## config.mk

```make
export PLATFORM = sky130hd
export DESIGN_NAME = level_tick_gen
export DESIGN_NICKNAME = d
export VERILOG_FILES = /design/src/rtl/level_tick_gen.sv
export SDC_FILE = /design/constraint.sdc
export NUM_CORES = 1
export LEC_CHECK = 0
export ABC_AREA = 1
export CAP_MARGIN = 20
export CORE_MARGIN = 1.5
export CORE_UTILIZATION = 25
export CTS_BUF_LIST = sky130_fd_sc_hd__clkbuf_4
export CTS_CLUSTER_DIAMETER = 30
export DETAILED_ROUTE_END_ITERATION = 8
export GPL_TIMING_DRIVEN = 0
export PLACE_DENSITY = 0.44
export SETUP_SLACK_MARGIN = 0.5
export SLEW_MARGIN = 40
export SYNTH_ARGS = -nofsm -noshare
export SYNTH_HDL_FRONTEND = slang
export SYNTH_SLANG_ARGS = --single-unit
export TNS_END_PERCENT = 20
```

## constraint.sdc

```tcl
create_clock -name clk -period 1.9 [get_ports clk]
set_input_delay 0.57 -clock clk [delete_from_list [all_inputs] [get_ports clk]]
set_output_delay 0.57 -clock clk [all_outputs]
set_load 0.1 [all_outputs]
```

## src/rtl/level_tick_gen.sv

```systemverilog
// Game-speed tick generator: one-cycle tick every 2^P(level) enabled cycles, with pause,
// deferred level loads applied on a wrap, and optional auto level-up.
module level_tick_gen #(
  parameter int unsigned NUM_LEVELS = 4,
  parameter int unsigned CNT_W      = 17,
  parameter int unsigned STEP       = 1,
  parameter int unsigned MIN_LOG2   = 12,
  parameter int unsigned ADV_TICKS  = 8,
  localparam int unsigned LVL_W     = (NUM_LEVELS > 2) ? $clog2(NUM_LEVELS) : 1
) (
  input  logic             clk,
  input  logic             reset_n,
  input  logic             enable,
  input  logic             lvl_load,
  input  logic [LVL_W-1:0] lvl_req,
  input  logic             auto_en,
  output logic             tick,
  output logic [LVL_W-1:0] level,
  output logic             lvl_max
);

  localparam int unsigned ADV_W = (ADV_TICKS > 2) ? $clog2(ADV_TICKS) : 1;
  localparam logic [LVL_W-1:0] MaxLvl  = LVL_W'(NUM_LEVELS - 1);
  localparam logic [ADV_W-1:0] AdvLast = ADV_W'(ADV_TICKS - 1);

  // Terminal count 2^P(lvl)-1, with P clamped from below at MIN_LOG2.
  function automatic logic [CNT_W-1:0] wrap_val(input logic [LVL_W-1:0] lvl);
    int p;
    p = int'(CNT_W) - int'(lvl) * int'(STEP);
    if (p < int'(MIN_LOG2)) begin
      p = int'(MIN_LOG2);
    end
    return CNT_W'((64'd1 << p) - 64'd1);
  endfunction

  logic [CNT_W-1:0] cnt_q, cnt_d;
  logic             tick_q, tick_d;
  logic [LVL_W-1:0] level_q, level_d;
  logic [LVL_W-1:0] pend_lvl_q, pend_lvl_d;
  logic             pend_vld_q, pend_vld_d;
  logic [ADV_W-1:0] adv_q, adv_d;

  logic [CNT_W-1:0] cnt_max;
  logic             at_wrap;
  logic [LVL_W-1:0] req_clamped;

  assign cnt_max     = wrap_val(level_q);
  assign at_wrap     = (cnt_q == cnt_max);
  assign req_clamped = (lvl_req > MaxLvl) ? MaxLvl : lvl_req;

  always_comb begin
    cnt_d      = cnt_q;
    tick_d     = 1'b0;
    level_d    = level_q;
    pend_lvl_d = pend_lvl_q;
    pend_vld_d = pend_vld_q;
    adv_d      = adv_q;

    if (enable) begin
      if (at_wrap) begin
        cnt_d  = '0;
        tick_d = 1'b1;
        // A pending load wins over auto advance on the same wrap.
        if (pend_vld_q) begin
          level_d    = pend_lvl_q;
          pend_vld_d = 1'b0;
          adv_d      = '0;
        end else if (auto_en) begin
          if (adv_q == AdvLast) begin
            adv_d = '0;
            if (level_q != MaxLvl) begin
              level_d = level_q + LVL_W'(1);
            end
          end else begin
            adv_d = adv_q + ADV_W'(1);
          end
        end
      end else begin
        cnt_d = cnt_q + CNT_W'(1);
      end
    end

    if (!auto_en) begin
      adv_d = '0;
    end

    // Captured after the wrap handling so a same-edge load stays pending for the next wrap.
    if (lvl_load) begin
      pend_lvl_d = req_clamped;
      pend_vld_d = 1'b1;
    end
  end

  always_ff @(posedge clk or negedge reset_n) begin
    if (!reset_n) begin
      cnt_q      <= '0;
      tick_q     <= 1'b0;
      level_q    <= '0;
      pend_lvl_q <= '0;
      pend_vld_q <= 1'b0;
      adv_q      <= '0;
    end else begin
      cnt_q      <= cnt_d;
      tick_q     <= tick_d;
      level_q    <= level_d;
      pend_lvl_q <= pend_lvl_d;
      pend_vld_q <= pend_vld_d;
      adv_q      <= adv_d;
    end
  end

  assign tick    = tick_q;
  assign level   = level_q;
  assign lvl_max = (level_q == MaxLvl);

endmodule

```

==> results by group <==
Synthesis
  – Post-synth top area cell: dfrtp_1
  – Sequential fraction of the synthesis area: 37.6%
  – Top cell type's share of synthesized area: 37.6%
  – Netlist area before placement: 1730 um^2
  – Synthesized net count: 256
  – Mapped Cells: 242
  – Largest cells by area after synthesis: dfrtp_1 (38%), nand2_1 (15%), nor2_1 (7.4%)
  – Yosys warnings: 0
  – Synth cell types: 25
  – Synth Register Bits: 26
  – Syn_area_per_cell: 7.15 um^2

Layout
  – Final core utilization: 31.8%
  – Filler Cells Inserted: 742
  – Area occupied by multi-input gates: 1010 um^2
  – Layout cells sized above 1: 21.0%
  – Most common cell after layout, fill and taps aside: nand2_1
  – Most frequent cells in the layout: nand2_1 (66), inv_1 (31), nor2_1 (31)
  – Layout net count: 277
  – Storage element area: 658 um^2
  – Area grow syn2layout: 24.4%
  – Antenna diodes: 0
  – Finished Layout Cells: 342

Floorplan
  – Total core area: 6760 um^2
  – Row count: 30
  – Chip width: 86.2 um
  – Die Y: 86.2 um
  – Initial Utilization: 25.6%
  – I/O pins: 11
  – Die footprint: 7420 um^2

Route
  – 1st-iter DRT viols: 52
  – Drt pass-1 iters: 4
  – Vias/cell: 4.39
  – Via count: 1501
  – WL final: 3810 um
  – WL/cell: 11.1 um
  – DR DRC count: 0
  – Detail Route Antenna Nets: 0

Clocking
  – CTS Hold Buffers Added: 0
  – # H-tree levels: 1
  – CTS clk-pin slew, worst paths: 0.15 ns
  – Clock sinks: 26
  – Cts bufs inserted: 3
  – Skew-Pair Late Insertion Delay: 0.33 ns
  – Maximum buffer depth of the clock tree: 2
  – CTS tree: yes
  – Clock tree root driver cell: clkbuf_4

Power
  – Combinational share of power: 18.8%
  – Switching share of power: 30.5%
  – Clock network power share: 28.4%
  – Max IR drop VDD: 0.187 mV
  – P_sw: 0.000413 W
  – PD cells: 630 nW/um^2
  – Leakage: 1.05 nW
  – Flop pwr share: 52.8%
  – Internal power: 0.000943 W

Setup path
  – Arrival @ worst endpoint: 2.17 ns
  – Worst endpoint required time: 2.13 ns
  – Setup CP Type: flop to flop
  – Crit-path cells: buf_8, inv_8, ha_4, nand2_4, nand2_4, nand2_2, nand3_1, nand3_4, nor3_4, buf_6, nor2_2
  – CP Capture Type: flop
  – Crit-path max cell delay: 0.53 ns
  – CP max stage cell: dfrtp_4
  – CP max FO: 5
  – RR Startpoint: level[1]$_DFFE_PN0P_
  – Crit path buf inv count: 3
  – CP startpoint: level[1]$_DFFE_PN0P_
  – Startpoint types: flop
  – Worst path top cell family by delay: simple AND/OR/NAND/NOR gates
  – CP most frequent cell: nand2_4

Run
  – Max_cap viols: 0

GRT
  – Initial antenna violation count: 0
  – Total congestion overflow: 0
  – GRT Total Usage: 11.6%
  – Largest net degree at the start of global routing: 27
  – Vias in the first global route: 1470
  – First-pass GRT wire length: 6820 um

Min path
  – Worst Hold Class: primary input to async pin

Outcome
  – Failing checks: setup timing
  – Status: finished, violations left

STA
  – Final period utilization: 102%
  – Max Clk Rate: 0.516 GHz
  – Layout Skew: 0.00557 ns
  – Final worst slack: -0.0391 ns
  – Relative slew slack: 59.4%
  – Tmin final: 1.94 ns
  – Slew Limit Fails: 0
  – Endpoints failing hold: 0
  – Worst Tran Pin Value: 0.609 ns
  – RSZ-0062 raised after global routing: yes
  – Setup TNS: -0.380 ns
  – Final setup violation count: 13

Place
  – Port bufs: 10
  – Worst Setup Slack post-DPL: -0.317 ns
  – Final GP Congestion: 0.795
  – Placed Cells: 332
  – DP Wirelength: 2860 um
[path summary, 6_finish.rpt]
| check | slack (ns) | endpoint | cells past startpoint |
|---|---|---|---|
| worst max-delay path | -0.04 | cnt_q[8]$_DFFE_PN0P_ | 11 |
| worst min-delay path | 0.23 | tick$_DFF_PN0_ | 1 |
| worst max register to register | -0.04 | cnt_q[8]$_DFFE_PN0P_ | 11 |
| worst min register to register | 0.50 | pend_lvl_q[0]$_DFFE_PN0P_ | 2 |
| max in group asynchronous | 1.23 | level[0]$_DFFE_PN0P_ | 1 |
| min in group clk | 0.50 | pend_lvl_q[0]$_DFFE_PN0P_ | 2 |
[per-layer routing]
metal  track usage, %  vias up  wire length, um
li1                 -      796                -
met2             19.0       13             1790
met5                0        -                0
met3             2.02        4               64
met4             3.67        0               63
met1             15.5      688             1890
[per-stage QoR]
stage | hold slack (ns) | total power, W | cell area [um^2]
detailed placement | 0.473 | 0.000987 | 1980
global route | 0.243 | 0.00147 | 2150
CTS | 0.229 | 0.00140 | 2110
finish | 0.230 | 0.00136 | 2150
global placement | 0.471 | 0.000988 | 2000
floorplan | 0.274 | 0.000905 | 1800
[cell families (layout without fill, tap and decap cells)]
kind of cell / after synthesis / after routing / synth area share (%)
AO/OA/AOI/OAI: 10 / 10 / 3.26
XOR/XNOR: 8 / 8 / 4.05
adder cells (fa/ha/maj): 7 / 7 / 5.06
buffers and inverters: 37 / 57 / 8.97
flip-flops: 26 / 26 / 37.6
AND/OR/NAND/NOR: 154 / 154 / 41.0
[synth_stat cells (all sizes together)]
master,count
nand3,19
o21bai,1
inv,34
a21oi,2
buf,3
dfrtp,26
and2,1
ha,7
nand4,8
nor4,1
nand2,74
nor3,5
a21o,1
o21ai,5
o22ai,1
nor2,46
xor2,8
[flip-flops by register name (all words and copies together), names as in the netlist]
signal      flops
level           2
tick            1
adv_q           3
pend_lvl_q      2
cnt_q          17
pend_vld_q      1
[worst register-to-register path, delay by kind of cell, from the launching register on]
family,cells,cell delay [ns]
fa+ha+maj,1,0.16
buf+inv,3,0.38
flops,1,0.53
simple gates,7,0.77
[final cells by class]
cell class | count | area share, %
plain buffers | 3 | 1.45
clock buffers | 3 | 1.05
clock inverters | 1 | 1.40
inverters | 34 | 6.28
multi-input cells | 179 | 47.1
flip-flops and latches | 26 | 30.6
well taps | 80 | 4.65
repair buffers | 16 | 7.45
[timing repair]
| action | in CTS | in global routing |
|---|---|---|
| cloned | 1 | 0 |
| buffers inserted | 3 | 2 |
| gates resized for setup | 17 | 6 |
| endpoints found under the setup margin | 27 | 28 |
| pin swaps | 6 | 6 |
[power groups by stage]
stage / logic [W] / registers (W) / clock network [W]
global route: 0.000304 / 0.000732 / 0.000431
finish: 0.000255 / 0.000715 / 0.000385
detailed placement: 0.000258 / 0.000729 / 0
floorplan: 0.000203 / 0.000703 / 0
global placement: 0.000258 / 0.000729 / 0
CTS: 0.000261 / 0.000717 / 0.000418
(Power assumes the default switching activity.)
